$ cat src/rtl/posit_ctrl_pkg.sv
// Shared types and sizing helpers for the posit batch sequencer.
// Latency: n/a (declarations only).
// Backpressure: n/a (declarations only).
package posit_ctrl_pkg;

    typedef enum logic [2:0] {
        ST_IDLE,
        ST_FETCH,
        ST_ISSUE,
        ST_WAIT,
        ST_STORE,
        ST_DONE
    } state_t;

    // Sizing is width-generic.
    // These helpers let a block derive its byte counts from its own NBITS parameter.
    function automatic int bytes_per_posit(input int nbits);
        return nbits / 8;
    endfunction

    function automatic int pair_stride(input int nbits);
        return 2 * (nbits / 8);
    endfunction

    localparam int DEFAULT_NBITS   = 32;
    localparam int BYTES_PER_POSIT = bytes_per_posit(DEFAULT_NBITS);
    localparam int PAIR_STRIDE     = pair_stride(DEFAULT_NBITS);

endpackage

$ cat src/rtl/posit_byte_packer.sv
// Assembles a byte stream, LSB first, into a 2*NBITS word of the form {num2, num1}.
// Latency: each byte lands in the word on the clock edge where it is presented with shift_en.
// Backpressure: none; the word holds whenever shift_en is low.
// Ports: clock/reset_n (synchronous, active-low), shift_en, byte_dat in, word out.
module posit_byte_packer #(
    parameter int NBITS = 32
) (
    input  logic                 clock,
    input  logic                 reset_n,
    input  logic                 shift_en,
    input  logic [7:0]           byte_dat,
    output logic [2*NBITS-1:0]   word
);

    // New bytes enter at the top and move down.
    // After 2*NBITS/8 shifts, the first byte sits in bits [7:0].
    always_ff @(posedge clock) begin
        if (!reset_n) begin
            word <= '0;
        end else if (shift_en) begin
            word <= {byte_dat, word[2*NBITS-1:8]};
        end
    end

endmodule

$ cat src/rtl/posit_batch_sequencer.sv
// Runs a posit adder over a counted batch of operand pairs: fetch from source RAM, add, store the sum.
// Latency: 2*B+1 fetch + issue + wait + B store cycles per pair (B = NBITS/8); this is 15 cycles at NBITS=32 with an always-ready, 1-cycle adder.
// Backpressure: operands are held stable with add_valid high until add_ready; the sequencer waits indefinitely for resp_valid.
// Ports: clock, reset_n (synchronous, active-low).
//        io_start/io_count/io_src_base/io_dst_base: launch controls.
//        io_rd_*: source RAM read port. io_wr_*: result RAM write port.
//        io_add_*: adder handshake. io_busy/io_completed/io_last_result: status.
module posit_batch_sequencer #(
    parameter int NBITS  = 32,
    parameter int ADDR_W = 12,
    parameter int CNT_W  = 8
) (
    input  logic                clock,
    input  logic                reset_n,
    input  logic                io_start,
    input  logic [CNT_W-1:0]    io_count,
    input  logic [ADDR_W-1:0]   io_src_base,
    input  logic [ADDR_W-1:0]   io_dst_base,
    output logic [ADDR_W-1:0]   io_rd_addr,
    input  logic [7:0]          io_rd_data,
    output logic [ADDR_W-1:0]   io_wr_addr,
    output logic [7:0]          io_wr_data,
    output logic                io_wr_en,
    output logic                io_add_valid,
    input  logic                io_add_ready,
    output logic [NBITS-1:0]    io_add_num1,
    output logic [NBITS-1:0]    io_add_num2,
    input  logic                io_add_resp_valid,
    input  logic [NBITS-1:0]    io_add_result,
    output logic                io_busy,
    output logic                io_completed,
    output logic [NBITS-1:0]    io_last_result
);
    import posit_ctrl_pkg::*;

    localparam int BPP    = bytes_per_posit(NBITS);
    localparam int STRIDE = pair_stride(NBITS);
    // Fetch runs STRIDE+1 cycles: STRIDE address cycles, plus one trailing cycle to catch the last read byte.
    localparam int CYC_W  = $clog2(STRIDE + 1);

    localparam logic [CYC_W-1:0]  FETCH_END = CYC_W'(STRIDE);
    localparam logic [CYC_W-1:0]  STORE_END = CYC_W'(BPP - 1);
    localparam logic [ADDR_W-1:0] RD_STEP   = ADDR_W'(STRIDE);
    localparam logic [ADDR_W-1:0] WR_STEP   = ADDR_W'(BPP);

    state_t               state_q;
    state_t               state_d;
    logic                 start_q;
    logic [CNT_W-1:0]     cnt_q;
    logic [CNT_W-1:0]     idx_q;
    logic [ADDR_W-1:0]    rd_ptr_q;
    logic [ADDR_W-1:0]    wr_ptr_q;
    logic [CYC_W-1:0]     cyc_q;
    logic [NBITS-1:0]     last_q;
    logic [2*NBITS-1:0]   pair_word;
    logic [NBITS-1:0]     res_shift;

    logic start_rise;
    logic fetch_end;
    logic store_end;
    logic last_pair;
    logic pack_en;

    assign start_rise = io_start & ~start_q;
    assign fetch_end  = (cyc_q == FETCH_END);
    assign store_end  = (cyc_q == STORE_END);
    // cnt_q is never 0 while a pair is in flight.
    // idx_q therefore tops out at cnt_q-1 and cannot wrap.
    assign last_pair  = (idx_q == cnt_q - 1'b1);
    // Read data lags the address by one cycle.
    // Fetch cycle 0 therefore has nothing to capture.
    assign pack_en    = (state_q == ST_FETCH) && (cyc_q != '0);

    posit_byte_packer #(.NBITS(NBITS)) u_packer (
        .clock    (clock),
        .reset_n  (reset_n),
        .shift_en (pack_en),
        .byte_dat (io_rd_data),
        .word     (pair_word)
    );

    // State register
    always_ff @(posedge clock) begin
        if (!reset_n) begin
            state_q <= ST_IDLE;
        end else begin
            state_q <= state_d;
        end
    end

    // Next-state logic
    always_comb begin
        state_d = state_q;
        case (state_q)
            ST_IDLE, ST_DONE: begin
                if (start_rise) begin
                    state_d = (io_count == '0) ? ST_DONE : ST_FETCH;
                end
            end
            ST_FETCH: begin
                if (fetch_end) state_d = ST_ISSUE;
            end
            ST_ISSUE: begin
                if (io_add_ready) state_d = ST_WAIT;
            end
            ST_WAIT: begin
                if (io_add_resp_valid) state_d = ST_STORE;
            end
            ST_STORE: begin
                if (store_end) state_d = last_pair ? ST_DONE : ST_FETCH;
            end
            default: state_d = ST_IDLE;
        endcase
    end

    // Counters, pointers and captured result.
    // The edge detector resets high, so a start level that is already high at reset release does not launch.
    always_ff @(posedge clock) begin
        if (!reset_n) begin
            start_q  <= 1'b1;
            cnt_q    <= '0;
            idx_q    <= '0;
            rd_ptr_q <= '0;
            wr_ptr_q <= '0;
            cyc_q    <= '0;
            last_q   <= '0;
        end else begin
            start_q <= io_start;
            case (state_q)
                ST_IDLE, ST_DONE: begin
                    if (start_rise) begin
                        cnt_q    <= io_count;
                        rd_ptr_q <= io_src_base;
                        wr_ptr_q <= io_dst_base;
                        idx_q    <= '0;
                        cyc_q    <= '0;
                    end
                end
                ST_FETCH: begin
                    cyc_q <= fetch_end ? '0 : cyc_q + 1'b1;
                end
                ST_WAIT: begin
                    if (io_add_resp_valid) last_q <= io_add_result;
                end
                ST_STORE: begin
                    if (store_end) begin
                        cyc_q <= '0;
                        if (!last_pair) begin
                            idx_q    <= idx_q + 1'b1;
                            rd_ptr_q <= rd_ptr_q + RD_STEP;
                            wr_ptr_q <= wr_ptr_q + WR_STEP;
                        end
                    end else begin
                        cyc_q <= cyc_q + 1'b1;
                    end
                end
                default: begin
                end
            endcase
        end
    end

    assign res_shift = last_q >> {cyc_q, 3'b000};

    // Outputs, decoded from the state.
    // Every strobe and address is forced to zero outside its own phase.
    always_comb begin
        io_rd_addr   = '0;
        io_wr_addr   = '0;
        io_wr_data   = '0;
        io_wr_en     = 1'b0;
        io_add_valid = 1'b0;
        io_busy      = 1'b0;
        io_completed = 1'b0;
        case (state_q)
            ST_FETCH: begin
                io_busy = 1'b1;
                if (!fetch_end) io_rd_addr = rd_ptr_q + ADDR_W'(cyc_q);
            end
            ST_ISSUE: begin
                io_busy      = 1'b1;
                io_add_valid = 1'b1;
            end
            ST_WAIT: begin
                io_busy = 1'b1;
            end
            ST_STORE: begin
                io_busy    = 1'b1;
                io_wr_en   = 1'b1;
                io_wr_addr = wr_ptr_q + ADDR_W'(cyc_q);
                io_wr_data = res_shift[7:0];
            end
            ST_DONE: begin
                io_completed = 1'b1;
            end
            default: begin
            end
        endcase
    end

    assign io_add_num1    = pair_word[NBITS-1:0];
    assign io_add_num2    = pair_word[2*NBITS-1:NBITS];
    assign io_last_result = last_q;

endmodule

$ cat config.mk
export PLATFORM = sky130hd
export DESIGN_NAME = posit_batch_sequencer
export DESIGN_NICKNAME = d
export VERILOG_FILES = /design/src/rtl/posit_ctrl_pkg.sv /design/src/rtl/posit_byte_packer.sv /design/src/rtl/posit_batch_sequencer.sv
export SDC_FILE = /design/constraint.sdc
export NUM_CORES = 1
export LEC_CHECK = 0
export BUFFER_PORTS_ARGS = -buffer_cell sky130_fd_sc_hd__buf_2
export CAP_MARGIN = 5
export CORE_MARGIN = 1.5
export CORE_UTILIZATION = 52
export DETAILED_ROUTE_END_ITERATION = 10
export PLACE_DENSITY_LB_ADDON = 0.15
export SLEW_MARGIN = 20
export SYNTH_ARGS = -nofsm -noshare
export SYNTH_HDL_FRONTEND = slang
export SYNTH_HIERARCHICAL = 1
export SYNTH_SLANG_ARGS = --single-unit
$ cat constraint.sdc
create_clock -name clock -period 2.7 [get_ports clock]
set_clock_uncertainty 0.15 [all_clocks]
set_input_delay 0.135 -clock clock [delete_from_list [all_inputs] [get_ports clock]]
set_output_delay 0.135 -clock clock [all_outputs]
set_load 0.01 [all_outputs]
==> impl_metrics.tcl <==
set metrics [dict create \
    clock_path_buffers 2 \
    worst_pin_slew_ps 827.7 \
    grt_max_degree 89 \
    crit_fanout 16 \
    cp-end-kind "flop" \
    die_w_um 121.1 \
    syn_area_mm2 0.007256 \
    max_stage_delay_ps 560 \
    status "complete, no violations" \
    setup_viol 0 \
    rows 42 \
    grt_pass1_vias 6646 \
    antenna_found_initial 0 \
    relSlewSlack_pct 44.62 \
    start_util_pct 53.93 \
    cts_max_level 4 \
    p_leak_nw 3.979 \
    ys_ff_latch 144 \
    gp_congestion 0.8843 \
    fin_util_pct 73.07 \
    synth_top_area_share_pct 39.73 \
    io_buffer_count 208 \
    synth_seq_area_share_pct 39.73 \
    synthArstFlopShare_pct 0 \
    cp_top_family "compound AO/OA/AOI/OAI gates" \
    synth_top_cell_by_area "dfxtp_1" \
    dieArea_mm2 0.01467 \
    cap_violations 0 \
    track_usage_pct 28.19 \
    coreArea_mm2 0.01345 \
    hold_start "io_dst_base[9]" \
    worst-setup-path-type "flop to flop" \
    cts_tree "yes" \
    hold_depth 4 \
    n_fill_cell 1003 \
    finalWorstSetupSlack_ps 133.9 \
    syn-num-nets 899 \
    report.final.hold_viol_count 0 \
    avgSynthCellArea_um2 9.002 \
    peakVddDrop_mv 0.4740 \
    post-route-min-period_ps 2566 \
    ys_types 60 \
    worstReg2RegEnd "wr_ptr_q[9]" \
    dpl_worst_slack_ps 118.5 \
    r2r_cells 7 \
    synthToLayoutAreaGrowth_pct 35.49 \
    synth_flop_cell "dfxtp_1" \
    cp.required_ps 2850 \
    crit_top_cell "a2111oi_4" \
    ant_nets 0 \
    via_count 6885 \
    routed_via_density 5.473 \
    cp.arrival_ps 2720 \
    io_pins 209 \
    drt_iter0_drc 495 \
    cp_slowest_cell "or4_4" \
    rsz0062_at_grt "yes" \
    setup.worst_path.start "cnt_q[0]" \
    whs_endpoint "wr_ptr_q[9]" \
    cts-root-buf "clkbuf_16" \
    synth.area.top_cells "dfxtp_1 (40%), mux2i_1 (11%), nor2b_1 (5.8%), nand2_1 (4.9%), a21oi_1 (4.3%)" \
    crit_buf_inv 1 \
    cts.clk_slew.worst_paths_ps 70 \
    timing.rr.start "cnt_q[0]" \
    tns_ps 0 \
    routedWlPerCell_um 16.59 \
    grt_pass1_wl_um 32880 \
    post-cts-setup-buffers 0 \
    cts_buffers 17 \
    hold_class "input port to flop" \
    die_height_um 121.1 \
    cp-start-kind "flop" \
    final_nets 1162 \
    synth_edf_count 0 \
    max_freq_mhz 389.7 \
    p_per_area_mw_per_mm2 682.6 \
    clock_latency_ps 420 \
    wl_um 20870 \
    r2r_slack_ps 130 \
    yosysWarnings 6 \
    whs_ps 71.04 \
    first_pass_iters 5 \
    cts_sinks 144 \
    overflow 0 \
    synth_cells 806 \
    finalPower_mw 6.710 \
    insertedDiodeCount 0 \
    path_cells "or4_4 -> a2111oi_4 -> nor2_2 -> a2111oi_4 -> buf_12 -> nor3_1 -> o221a_1" \
    dp_hpwl_um 13090 \
    final_layout_size_suffix_gt1_share_pct 26.62 \
    report.final.slew_viol_count 0 \
    drc 0 \
    fin_crit_sh_pct 95.04 \
]
worst max path at each step:
stage | to | slack [ps] | cells after the start
global placement | wr_ptr_q[9] | 210 | 8
CTS | io_rd_addr[9] | 0.7 | 9
floorplan | wr_ptr_q[5] | 340 | 7
global route | io_wr_addr[9] | -10 | 9
detailed placement | wr_ptr_q[10] | 120 | 8
finish | wr_ptr_q[9] | 130 | 7
state kept, by name, summed over array words and instances, names as in the netlist:
| register | flops |
|---|---|
| cnt_q | 8 |
| io_last_result | 32 |
| wr_ptr_q | 12 |
| idx_q | 8 |
| rd_ptr_q | 12 |
| start_q | 1 |
| u_packer/word | 64 |
| state_q | 3 |
| cyc_q | 4 |
Yosys cell counts (5+ instances only):
cell type  number
o211ai_1       11
inv_1           9
nor2_1         56
a21oi_1        63
and2_1          6
xor2_1         11
a21o_1          6
o31ai_1        14
nor3_1         19
buf_8           6
nand2b_1        5
nand2_1        94
nand4_1         5
buf_2           5
o21ai_0        11
nand3_1        15
clkbuf_1       40
o21ai_1         6
xnor2_1        22
or3_1           8
mux4_2          8
nor3b_1         6
nor2b_1        67
and3_1         13
dfxtp_1       144
ha_1           14
mux2i_1        80
through the flow:
| step | instance area (um2) | cells |
|---|---|---|
| 6_report | 9831 | 1258 |
| 3_5_place_dp | 8386 | 1152 |
| 3_3_place_gp | 8386 | 1152 |
| 4_1_cts | 9749 | 1257 |
| 2_1_floorplan | 7256 | 806 |
| 5_1_grt | 9831 | 1258 |
area by class of cell:
cell class,count,area [um2],share of cell area [%]
inverters,10,37.54,0.3818
clock buffers,19,442.9,4.506
flip-flops and latches,144,2884,29.34
clock inverters,13,175.2,1.782
multi-input cells,593,4079,41.49
repair buffers,303,1992,20.26
well taps,176,220.2,2.240
cell families (layout without fill, tap and decap cells):
family / count (synthesis) / count (layout) / share of synthesized area, %
multiplexers: 88 / 88 / 13.52
adder cells (fa/ha/maj): 16 / 16 / 2.966
flip-flops: 144 / 144 / 39.73
XOR/XNOR: 33 / 33 / 3.983
AO/OA/AOI/OAI: 142 / 142 / 12.97
AND/OR/NAND/NOR: 314 / 314 / 21.76
buffers and inverters: 69 / 345 / 5.070
cells in the final DEF (no fill, tap or decap), types with 8 or more instances in the layout:
cell             n
dlygate4sd3_1   73
o21ai_0         11
nand2_1         94
mux2i_1         80
a21oi_1         58
nor2b_1         67
nor3_1          18
xor2_1          11
nor2_1          56
and3_1          13
or3_1            8
inv_1            8
ha_1            14
buf_4           18
buf_2          208
o211ai_1        11
dfxtp_1        143
xnor2_1         22
o31ai_1         14
nand3_1         15
clkbuf_16       18
mux4_2           8
power by group:
part | internal, mW | leakage [nW] | switching, mW
clock | 1.50 | 0.301 | 0.961
combinational | 0.746 | 2.51 | 0.961
sequential | 2.30 | 1.16 | 0.249
total | 4.54 | 3.98 | 2.17
worst reg2reg max path, cell delays in order, from the launching register on:
cell and delay (ps):
dfxtp_2 350, or4_4 560, a2111oi_4 290, nor2_2 100, a2111oi_4 460, buf_12 210, nor3_1 70, o221a_1 240
repair_timing:
| action | 4_1_cts | 5_1_grt |
|---|---|---|
| endpoints found under the hold margin | 73 | 0 |
| pin swaps | 0 | 3 |
| hold buffers | 73 | 0 |
| cloned | 0 | 1 |
| gates resized for setup | 4 | 11 |
| endpoints found under the setup margin | 11 | 27 |
per-layer routing:
metal / routed length (um) / global-route usage [%] / vias to the layer above
li1: - / - / 3355
met1: 8933 / 34.84 / 3244
met2: 10190 / 47.90 / 250
met3: 1325 / 7.237 / 36
met4: 419 / 9.338 / 0
met5: 0 / 0 / -
Note: power is estimated with default switching activity, not from simulation.
